<file path="src/rtl/fetch_arbiter_if.sv">
// Fetch-arbiter bus: per-core fetcher read channels plus the shared program-memory read port.
// The arbiter side uses the master modport; the fetchers/memory side uses slave.
interface fetch_arbiter_if #(
  parameter int NUM_CONSUMERS = 4,
  parameter int ADDR_BITS     = 8,
  parameter int DATA_BITS     = 16
);
  logic [NUM_CONSUMERS-1:0]           consumer_read_valid;
  logic [NUM_CONSUMERS*ADDR_BITS-1:0] consumer_read_address;
  logic [NUM_CONSUMERS-1:0]           consumer_read_ready;
  logic [NUM_CONSUMERS*DATA_BITS-1:0] consumer_read_data;
  logic                               mem_read_valid;
  logic [ADDR_BITS-1:0]               mem_read_address;
  logic                               mem_read_ready;
  logic [DATA_BITS-1:0]               mem_read_data;

  modport master (
    input  consumer_read_valid, consumer_read_address, mem_read_ready, mem_read_data,
    output consumer_read_ready, consumer_read_data, mem_read_valid, mem_read_address
  );

  modport slave (
    output consumer_read_valid, consumer_read_address, mem_read_ready, mem_read_data,
    input  consumer_read_ready, consumer_read_data, mem_read_valid, mem_read_address
  );
endinterface

</file>
<file path="src/rtl/fetch_arbiter.sv">
// Round-robin arbiter sharing one program-memory read port among NUM_CONSUMERS fetchers.
// Optional FETCH_ARB_BROADCAST_EN: a response also serves other waiting channels with the same address.
module fetch_arbiter #(
  parameter int NUM_CONSUMERS = 4,
  parameter int ADDR_BITS     = 8,
  parameter int DATA_BITS     = 16
) (
  input  logic           clk,
  input  logic           reset,
  fetch_arbiter_if.master bus
);
  localparam int PTR_W = (NUM_CONSUMERS > 1) ? $clog2(NUM_CONSUMERS) : 1;

  typedef enum logic [1:0] {
    IDLE     = 2'd0,
    WAITING  = 2'd1,
    RELAYING = 2'd2
  } state_t;

  state_t                             state_r;
  logic [PTR_W-1:0]                   rr_ptr_r;
  logic [PTR_W-1:0]                   grant_r;
  logic [NUM_CONSUMERS-1:0]           served_r;
  logic [NUM_CONSUMERS-1:0]           ready_r;
  logic [NUM_CONSUMERS*DATA_BITS-1:0] data_r;
  logic                               mem_valid_r;
  logic [ADDR_BITS-1:0]               mem_addr_r;

  logic [ADDR_BITS-1:0]               addr_s [NUM_CONSUMERS];
  logic [NUM_CONSUMERS-1:0]           valid_rot_s;
  logic                               found_s;
  logic [PTR_W-1:0]                   pick_s;
  logic [ADDR_BITS-1:0]               pick_addr_s;
  logic [NUM_CONSUMERS-1:0]           served_set_s;
  logic [NUM_CONSUMERS-1:0]           ready_keep_s;

  assign bus.consumer_read_ready = ready_r;
  assign bus.consumer_read_data  = data_r;
  assign bus.mem_read_valid      = mem_valid_r;
  assign bus.mem_read_address    = mem_addr_r;

  // Next-grant search, served-set formation and ready release.
  always_comb begin
    for (int i = 0; i < NUM_CONSUMERS; i++) begin
      addr_s[i] = bus.consumer_read_address[i*ADDR_BITS +: ADDR_BITS];
    end

    // Rotating by rr_ptr makes bit 0 the highest-priority channel.
    valid_rot_s = NUM_CONSUMERS'({bus.consumer_read_valid, bus.consumer_read_valid} >> rr_ptr_r);
    found_s     = 1'b0;
    pick_s      = {PTR_W{1'b0}};
    for (int k = 0; k < NUM_CONSUMERS; k++) begin
      if (!found_s && valid_rot_s[k]) begin
        found_s = 1'b1;
        pick_s  = PTR_W'((int'(rr_ptr_r) + k) % NUM_CONSUMERS);
      end else begin
        pick_s  = pick_s;
      end
    end

    pick_addr_s = addr_s[0];
    for (int i = 0; i < NUM_CONSUMERS; i++) begin
      if (PTR_W'(i) == pick_s) begin
        pick_addr_s = addr_s[i];
      end else begin
        pick_addr_s = pick_addr_s;
      end
    end

    for (int i = 0; i < NUM_CONSUMERS; i++) begin
      served_set_s[i] = (PTR_W'(i) == grant_r);
`ifdef FETCH_ARB_BROADCAST_EN
      served_set_s[i] = served_set_s[i] |
                        (bus.consumer_read_valid[i] & (addr_s[i] == mem_addr_r));
`endif
    end

    ready_keep_s = ready_r & ~(served_r & ~bus.consumer_read_valid);
  end

  // Arbitration FSM with registered memory request and per-channel responses.
  always_ff @(posedge clk) begin
    if (reset) begin
      state_r     <= IDLE;
      rr_ptr_r    <= {PTR_W{1'b0}};
      grant_r     <= {PTR_W{1'b0}};
      served_r    <= {NUM_CONSUMERS{1'b0}};
      ready_r     <= {NUM_CONSUMERS{1'b0}};
      data_r      <= {(NUM_CONSUMERS*DATA_BITS){1'b0}};
      mem_valid_r <= 1'b0;
      mem_addr_r  <= {ADDR_BITS{1'b0}};
    end else begin
      case (state_r)
        IDLE: begin
          if (found_s) begin
            grant_r     <= pick_s;
            mem_addr_r  <= pick_addr_s;
            mem_valid_r <= 1'b1;
            state_r     <= WAITING;
          end
        end
        WAITING: begin
          if (bus.mem_read_ready) begin
            mem_valid_r <= 1'b0;
            for (int i = 0; i < NUM_CONSUMERS; i++) begin
              if (served_set_s[i]) begin
                data_r[i*DATA_BITS +: DATA_BITS] <= bus.mem_read_data;
              end
            end
            ready_r  <= served_set_s;
            served_r <= served_set_s;
            state_r  <= RELAYING;
          end
        end
        RELAYING: begin
          ready_r <= ready_keep_s;
          // The channel just served drops to lowest priority.
          if (ready_keep_s == {NUM_CONSUMERS{1'b0}}) begin
            rr_ptr_r <= (grant_r == PTR_W'(NUM_CONSUMERS - 1)) ? {PTR_W{1'b0}}
                                                                : grant_r + PTR_W'(1);
            served_r <= {NUM_CONSUMERS{1'b0}};
            state_r  <= IDLE;
          end
        end
        default: begin
          state_r     <= IDLE;
          ready_r     <= {NUM_CONSUMERS{1'b0}};
          served_r    <= {NUM_CONSUMERS{1'b0}};
          mem_valid_r <= 1'b0;
        end
      endcase
    end
  end
endmodule

</file>
<file path="src/flat_wrapper.sv">
// flat-port wrapper written by rule: the top's interface ports become plain ports
module fetch_arbiter_flat 
#(
  parameter int NUM_CONSUMERS = 4,
  parameter int ADDR_BITS     = 8,
  parameter int DATA_BITS     = 16
)
  (clk, reset, bus_consumer_read_valid, bus_consumer_read_address, bus_mem_read_ready, bus_mem_read_data, bus_consumer_read_ready, bus_consumer_read_data, bus_mem_read_valid, bus_mem_read_address);
  fetch_arbiter_if #(.NUM_CONSUMERS(NUM_CONSUMERS), .ADDR_BITS(ADDR_BITS), .DATA_BITS(DATA_BITS)) bus_i ();
  input  logic clk;
  input  logic reset;
  input wire logic [$bits(bus_i.consumer_read_valid)-1:0] bus_consumer_read_valid;
  input wire logic [$bits(bus_i.consumer_read_address)-1:0] bus_consumer_read_address;
  input wire logic [$bits(bus_i.mem_read_ready)-1:0] bus_mem_read_ready;
  input wire logic [$bits(bus_i.mem_read_data)-1:0] bus_mem_read_data;
  output wire logic [$bits(bus_i.consumer_read_ready)-1:0] bus_consumer_read_ready;
  output wire logic [$bits(bus_i.consumer_read_data)-1:0] bus_consumer_read_data;
  output wire logic [$bits(bus_i.mem_read_valid)-1:0] bus_mem_read_valid;
  output wire logic [$bits(bus_i.mem_read_address)-1:0] bus_mem_read_address;
  assign bus_i.consumer_read_valid = bus_consumer_read_valid;
  assign bus_i.consumer_read_address = bus_consumer_read_address;
  assign bus_i.mem_read_ready = bus_mem_read_ready;
  assign bus_i.mem_read_data = bus_mem_read_data;
  assign bus_consumer_read_ready = bus_i.consumer_read_ready;
  assign bus_consumer_read_data = bus_i.consumer_read_data;
  assign bus_mem_read_valid = bus_i.mem_read_valid;
  assign bus_mem_read_address = bus_i.mem_read_address;
  fetch_arbiter #(.NUM_CONSUMERS(NUM_CONSUMERS), .ADDR_BITS(ADDR_BITS), .DATA_BITS(DATA_BITS)) u_core (.clk(clk), .reset(reset), .bus(bus_i));
endmodule
</file>
<file path="config.mk">
export PLATFORM = sky130hd
export DESIGN_NAME = fetch_arbiter_flat
export DESIGN_NICKNAME = d
export VERILOG_FILES = /design/src/rtl/fetch_arbiter_if.sv /design/src/rtl/fetch_arbiter.sv /design/src/flat_wrapper.sv
export SDC_FILE = /design/constraint.sdc
export NUM_CORES = 1
export LEC_CHECK = 0
export BUFFER_PORTS_ARGS = -buffer_cell sky130_fd_sc_hd__buf_2
export CAP_MARGIN = 40
export CELL_PAD_IN_SITES_DETAIL_PLACEMENT = 1
export CELL_PAD_IN_SITES_GLOBAL_PLACEMENT = 2
export CORE_ASPECT_RATIO = 1.5
export CORE_MARGIN = 1
export CORE_UTILIZATION = 25
export DETAILED_ROUTE_END_ITERATION = 10
export GPL_ROUTABILITY_DRIVEN = 0
export MAX_ROUTING_LAYER = met4
export PLACE_DENSITY_LB_ADDON = 0.1
export SYNTH_ARGS = -nofsm -noshare
export SYNTH_HDL_FRONTEND = slang
export SYNTH_SLANG_ARGS = --single-unit
</file>
<file path="constraint.sdc">
create_clock -name clk -period 1.7 [get_ports clk]
set_input_delay 0.425 -clock clk [delete_from_list [all_inputs] [get_ports clk]]
set_output_delay 0.425 -clock clk [all_outputs]
set_load 0.005 [all_outputs]
</file>
# Yosys cells after proc, flatten, opt, wreduce, memory -nomap -nowiden

Cells that the tools add are included.

Bits in registers: 87
Input bits: 55
Word-level logic and storage cells: 76

Equal/unequal tests: 12
Mux-type cells: 23
Reductions and logical operators: 19
Add/sub/neg operators: 4
Bitwise gates (word level): 6
Shift-type cells: 1

Operators by type and width:

| operator                                              | count |
|---|---|
| two-way mux 8 bit                                     | 3 |
| one-hot mux 4 bit (3 select lines)                    | 2 |
| AND reduction 3 bit                                   | 7 |
| two-way mux 2 bit                                     | 8 |
| AND 4 bit                                             | 2 |
| equality test 2 bit, first input constant             | 4 |
| two-way mux 4 bit                                     | 2 |
| NOT 4 bit                                             | 2 |
| >> shifter 8 x 2 -> 4 bit                             | 1 |
| two-way mux 1 bit                                     | 6 |
| one-hot mux 2 bit (3 select lines)                    | 1 |
| AND reduction 2 bit                                   | 3 |
| adder 2 x 1 -> 2 bit, second input constant           | 2 |
| adder 2 bit, second input constant                    | 2 |
| equality test 1 x 2 -> 1 bit, first input constant    | 2 |
| equality test 2 bit, second input constant            | 2 |
| zero test 2 bit                                       | 2 |
| zero test 4 bit                                       | 1 |
| inequality test 2 x 1 -> 1 bit, second input constant | 2 |
| logical AND 1 bit                                     | 3 |
| zero test 1 bit                                       | 3 |
| one-hot mux 1 bit (3 select lines)                    | 1 |
| equality test 2 x 1 -> 1 bit, second input constant   | 1 |
| inequality test 2 bit, second input constant          | 1 |
| NOT 1 bit                                             | 2 |

# Longest topological paths before layout

Depth after elaboration: 15
Gate-level depth with buffers: 8

# Least setup slack after synthesis

Ideal clock, no wire load.

Path kind: in2reg
From: in bus_consumer_read_valid[0]
To: reg u_core.mem_addr_r[5] (netlist: u_core.bus.mem_read_address[5])
Path slack: -0.120 ns
Arrival time: 1.728 ns
Cell stages on the path: 7
Cell sequence: nor2b_1 > a2111oi_4 > or2_1 > buf_4 > buf_6 > a211oi_1 > o32ai_1

Cells in the longest elaborated chain, start to end: 15

RTL lines:

| item                            | RTL line            | RTL |
|---|---|---|
| start, declared                 | flat_wrapper.sv:12  | `input wire logic [$bits(bus_i.consumer_read_valid)-1:0] bus_consumer_read_valid;` |
| >> shifter 8 x 2 -> 4 bit *     | fetch_arbiter.sv:49 | `valid_rot_s = NUM_CONSUMERS'({bus.consumer_read_valid, bus.consumer_read_valid} >> rr_ptr_r);` |
| two-way mux 1 bit               | fetch_arbiter.sv:53 | `if (!found_s && valid_rot_s[k]) begin` |
| zero test 1 bit                 | fetch_arbiter.sv:53 |  |
| logical AND 1 bit               | fetch_arbiter.sv:53 |  |
| two-way mux 1 bit               | fetch_arbiter.sv:53 |  |
| zero test 1 bit                 | fetch_arbiter.sv:53 |  |
| logical AND 1 bit               | fetch_arbiter.sv:53 |  |
| two-way mux 1 bit               | fetch_arbiter.sv:53 |  |
| zero test 1 bit                 | fetch_arbiter.sv:53 |  |
| logical AND 1 bit               | fetch_arbiter.sv:53 |  |
| two-way mux 2 bit               | fetch_arbiter.sv:53 |  |
| equality test 1 x 2 -> 1 bit    | fetch_arbiter.sv:63 | `if (PTR_W'(i) == pick_s) begin` |
| two-way mux 8 bit (3 in series) | fetch_arbiter.sv:63 |  |
| end signal, assigned            | fetch_arbiter.sv:91 | `mem_addr_r <= {ADDR_BITS{1'b0}};` |
| end signal, assigned            | fetch_arbiter.sv:97 | `mem_addr_r <= pick_addr_s;` |
| end, declared                   | fetch_arbiter.sv:27 | `logic [ADDR_BITS-1:0] mem_addr_r;` |

Mark *: on every way between the ends. The rest lies on a longest branch, timed or not.
A chain may end at the register's enable or synchronous reset.

# Worst setup path in the final report

From: reg u_core.rr_ptr_r[0]
To: reg u_core.mem_addr_r[6] (netlist: u_core.bus.mem_read_address[6])

Cells in the longest elaborated chain, start to end: 15

RTL lines:

| item                            | RTL line             | RTL |
|---|---|---|
| start, declared                 | fetch_arbiter.sv:21  | `logic [PTR_W-1:0] rr_ptr_r;` |
| start signal, assigned          | fetch_arbiter.sv:85  | `rr_ptr_r <= {PTR_W{1'b0}};` |
| start signal, assigned          | fetch_arbiter.sv:119 | `rr_ptr_r <= (grant_r == PTR_W'(NUM_CONSUMERS - 1)) ? {PTR_W{1'b0}}` |
| >> shifter 8 x 2 -> 4 bit       | fetch_arbiter.sv:49  |  |
| two-way mux 1 bit               | fetch_arbiter.sv:53  |  |
| zero test 1 bit                 | fetch_arbiter.sv:53  |  |
| logical AND 1 bit               | fetch_arbiter.sv:53  |  |
| two-way mux 1 bit               | fetch_arbiter.sv:53  |  |
| zero test 1 bit                 | fetch_arbiter.sv:53  |  |
| logical AND 1 bit               | fetch_arbiter.sv:53  |  |
| two-way mux 1 bit               | fetch_arbiter.sv:53  |  |
| zero test 1 bit                 | fetch_arbiter.sv:53  |  |
| logical AND 1 bit               | fetch_arbiter.sv:53  |  |
| two-way mux 2 bit               | fetch_arbiter.sv:53  |  |
| equality test 1 x 2 -> 1 bit    | fetch_arbiter.sv:63  |  |
| two-way mux 8 bit (3 in series) | fetch_arbiter.sv:63  |  |

Several ways; a longest one is shown, not always the timed one.

==> out/results.txt <==
Sequential area share after synthesis - 47.6%
Distinct cells, synth - 37
Clock latency on the worst-skew pair - 0.34 ns
Worst setup path class - flop to flop
Cts bufs inserted - 9
Maximum number of buffers from clock root to sink - 2
Run status - finished clean
Footprint of the flip-flops and latches - 0.00174 mm²
Setup repair after global routing missed its margin - true
Layout fillers - 1,725
Share of layout cells above drive strength 1 - 34.8%
Clock tree from TritonCTS - yes
Maximum clock frequency - 611 MHz
Class of the tightest hold or removal check - input port to flop
Maximum vdd ir drop - 0.467 mV
Gate count of the mapped netlist - 452
Remaining DRCs - 0
Number of vias in the routed layout - 3,689
Initial core utilization - 25.9%
Placement Cell Area - 0.00471 mm²
Global-route congestion overflow total - 0
Aggregate routed wire length - 12,600 µm
Count of routing violations after the opening detailed-route iteration - 82
Number of flops mapped to enable cells by yosys - 0
Post-Synthesis Cell Area - 0.00366 mm²
Shortest clock period the worst path allows after layout - 1.64 ns
Endpoint type of the worst setup path - flop
IO Count - 132
Cell chain of the critical path - and2b_4 > nor4b_4 > or2_4 > clkbuf_16 > a211oi_1 > o32ai_1
Initial antenna violation count - 0
Net switching share of the total power - 28.1%
Max-slew headroom at the worst pin - 74.8%
Share of synthesized flip-flops with an asynchronous set or reset - 0%
Final HPWL DP - 8990 µm
Flop pwr share - 44.7%
CP max FO - 4
Antenna diode count - 0
Maximum number of pins on one net before global-route repair - 79
Buffers & Inverters on Critical Path - 1
Max capacitance violation total - 0
Total power consumption of the routed design - 4.84 mW
Clock group share of total power - 39.5%
Total area of multi-input combinational cells - 0.00184 mm²
Std cell rows - 53
Final design instance area without fill - 0.00513 mm²
Number of I/O port buffers - 131
Worst slew pin tran - 0.378 ns
Yosys warning count - 0
Die height - 150 µm
Final Max Tran Viols - 0
Endpoints failing hold - 0
Final worst-path cycle share - 96.3%
Top library cells by usage in the layout, fill and taps aside - 132 x nand2_1, 131 x buf_2, 85 x dfxtp_1
Leak - 2.11 nW
Number of global-route vias before repair - 3,666
Max incr delay on CP - 0.35 ns
Count of nets after finishing - 654
Main flop type after synthesis - dfxtp_1
Global-route wire length before repair - 19,400 µm
Compound-Gate Fraction of Synth Area - 19.7%
Cell with the largest stage delay on the worst path - dfxtp_2
Cell family with the largest share of critical-path delay - simple AND/OR/NAND/NOR gates
Final setup skew - 0.0135 ns
Fraction of synthesized area in multiplexers - 0.821%
Commonest non-fill, non-tap cell in the layout - nand2_1
Number of vias per cell - 4.68
Area growth syn-to-layout - 40.4%
Data arrival, critical path - 1.89 ns
Die area - 0.0151 mm²
Type of element launching the critical path - flop
Horizontal die dimension - 101 µm
TritonRoute pass-1 iters - 4
Parity-gate share of the synthesized area counting xor and xnor cells - 0%
Post-route worst hold slack - 0.329 ns
Remaining antenna violation count - 0
Post-Synth Simple-Gate Area - 24.4%
Total Routing Usage GR - 17.3%
Area of the core region - 0.0141 mm²
Post-synth net total - 514
Internal power of the cells - 3.48 mW
CTS Sinks - 87
Clock H-tree levels - 3
Clock tree root buffer cell - clkbuf_16
Adder-cell share of the synthesized area - 2.39%
Setup slack after placement - -0.172 ns
Clock-pin transition on the worst setup and hold timing paths - 0.07 ns
Synth Register Bits - 87
Power dissipated by switching net loads - 1.36 mW
Per-instance average area after synthesis - 8.09 µm²
Final setup vio count - 0
Average wire length per cell after detail routing - 16.0 µm
Number of hold buffers added after cts - 0
Power density of the placed cells - 944 mW/mm²
Required @ worst endpoint - 1.95 ns
Main combinational cell family by area after synthesis - simple AND/OR/NAND/NOR gates
Smallest setup slack after layout - 0.0626 ns
Relative contribution of combinational cells to total power - 15.8%
==> area by class of cell <==
| type | instances | share of cell area, % |
|---|---|---|
| clock buffers | 10 | 4.46 |
| clock inverters | 6 | 0.999 |
| inverters | 13 | 0.951 |
| multi-input cells | 319 | 35.9 |
| flip-flops and latches | 87 | 34.0 |
| well taps | 192 | 4.68 |
| repair buffers | 162 | 19.0 |
==> power by group through the flow <==
stage / combinational, mW / sequential [mW] / clock (mW)
after floorplan: 0.368 / 2.21 / 0
after global placement: 0.693 / 2.21 / 0
after detailed placement: 0.708 / 2.21 / 0
after CTS: 0.713 / 2.17 / 1.98
after global routing: 0.842 / 2.18 / 2.07
final: 0.766 / 2.17 / 1.91
==> cells in the mapped netlist, drive strengths merged, types with 4 or more instances <==
cell type	instances	area share, %
nand2	132	14
dfxtp	87	48
a21oi	69	9.4
clkbuf	26	2.7
nor3b	17	3.5
a211oi	16	3.3
inv	13	1.3
nor2	12	1.2
o32ai	9	2.2
buf	7	1.1
ha	7	2.4
nand2b	6	1.0
and3	5	0.86
nand3	5	0.68
a2bb2oi	4	0.96
a32oi	4	0.96
nand4	4	0.68
o21ai	4	0.55
==> flip-flops by register name, summed over array words and instances (netlist names) <==
name	cells
u_core.bus.consumer_read_data	64
u_core.bus.mem_read_address	8
u_core.bus.consumer_read_ready	4
u_core.served_r	4
u_core.grant_r	2
u_core.rr_ptr_r	2
u_core.state_r	2
u_core.bus.mem_read_valid	1
==> metal layers <==
metal | routed length (µm) | up-vias | track usage (%)
met5 | 0 | - | -
met4 | 249 | 0 | 6.96
li1 | - | 1822 | -
met3 | 599 | 19 | 2.74
met2 | 6340 | 96 | 29.2
met1 | 5420 | 1752 | 20.4
==> what timing repair did <==
action                                  CTS  global route
endpoints found under the setup margin   37            18
cloned                                    0             2
pin swaps                                 3             3
resized for setup                         5            19
setup buffers                             0             0
==> cell families (layout without fill, tap and decap cells) <==
logic type / Yosys count / after routing
compound gates: 114 / 114
fa+ha+maj: 7 / 7
buf+inv: 46 / 191
flops: 87 / 87
mux: 3 / 3
simple gates: 195 / 195
==> path summary, 6_finish.rpt <==
path                                                       start                                        endpoint  slack, ns  depth (start not counted)
setup / recovery                 u_core.rr_ptr_r[0]$_SDFFE_PP0P_     u_core.bus.mem_read_address[6]$_SDFFE_PP0P_       0.06                          6
hold reg to reg   u_core.bus.consumer_read_data[47]$_SDFFE_PP0P_  u_core.bus.consumer_read_data[47]$_SDFFE_PP0P_       0.45                          2
hold / removal                                             reset                  u_core.grant_r[0]$_SDFFE_PP0P_       0.33                          2
setup reg to reg                 u_core.rr_ptr_r[0]$_SDFFE_PP0P_     u_core.bus.mem_read_address[6]$_SDFFE_PP0P_       0.06                          6
==> through the flow <==
step,utilization [%],cells,TNS [ns]
CTS,35.4,787,0
detailed placement,33.3,771,-2.79
global placement,33.3,771,-2.08
floorplan,-,452,-0.0166
finish,36.3,789,0
global route,36.3,789,-0.0812
Note: power is estimated with default switching activity, not from simulation.
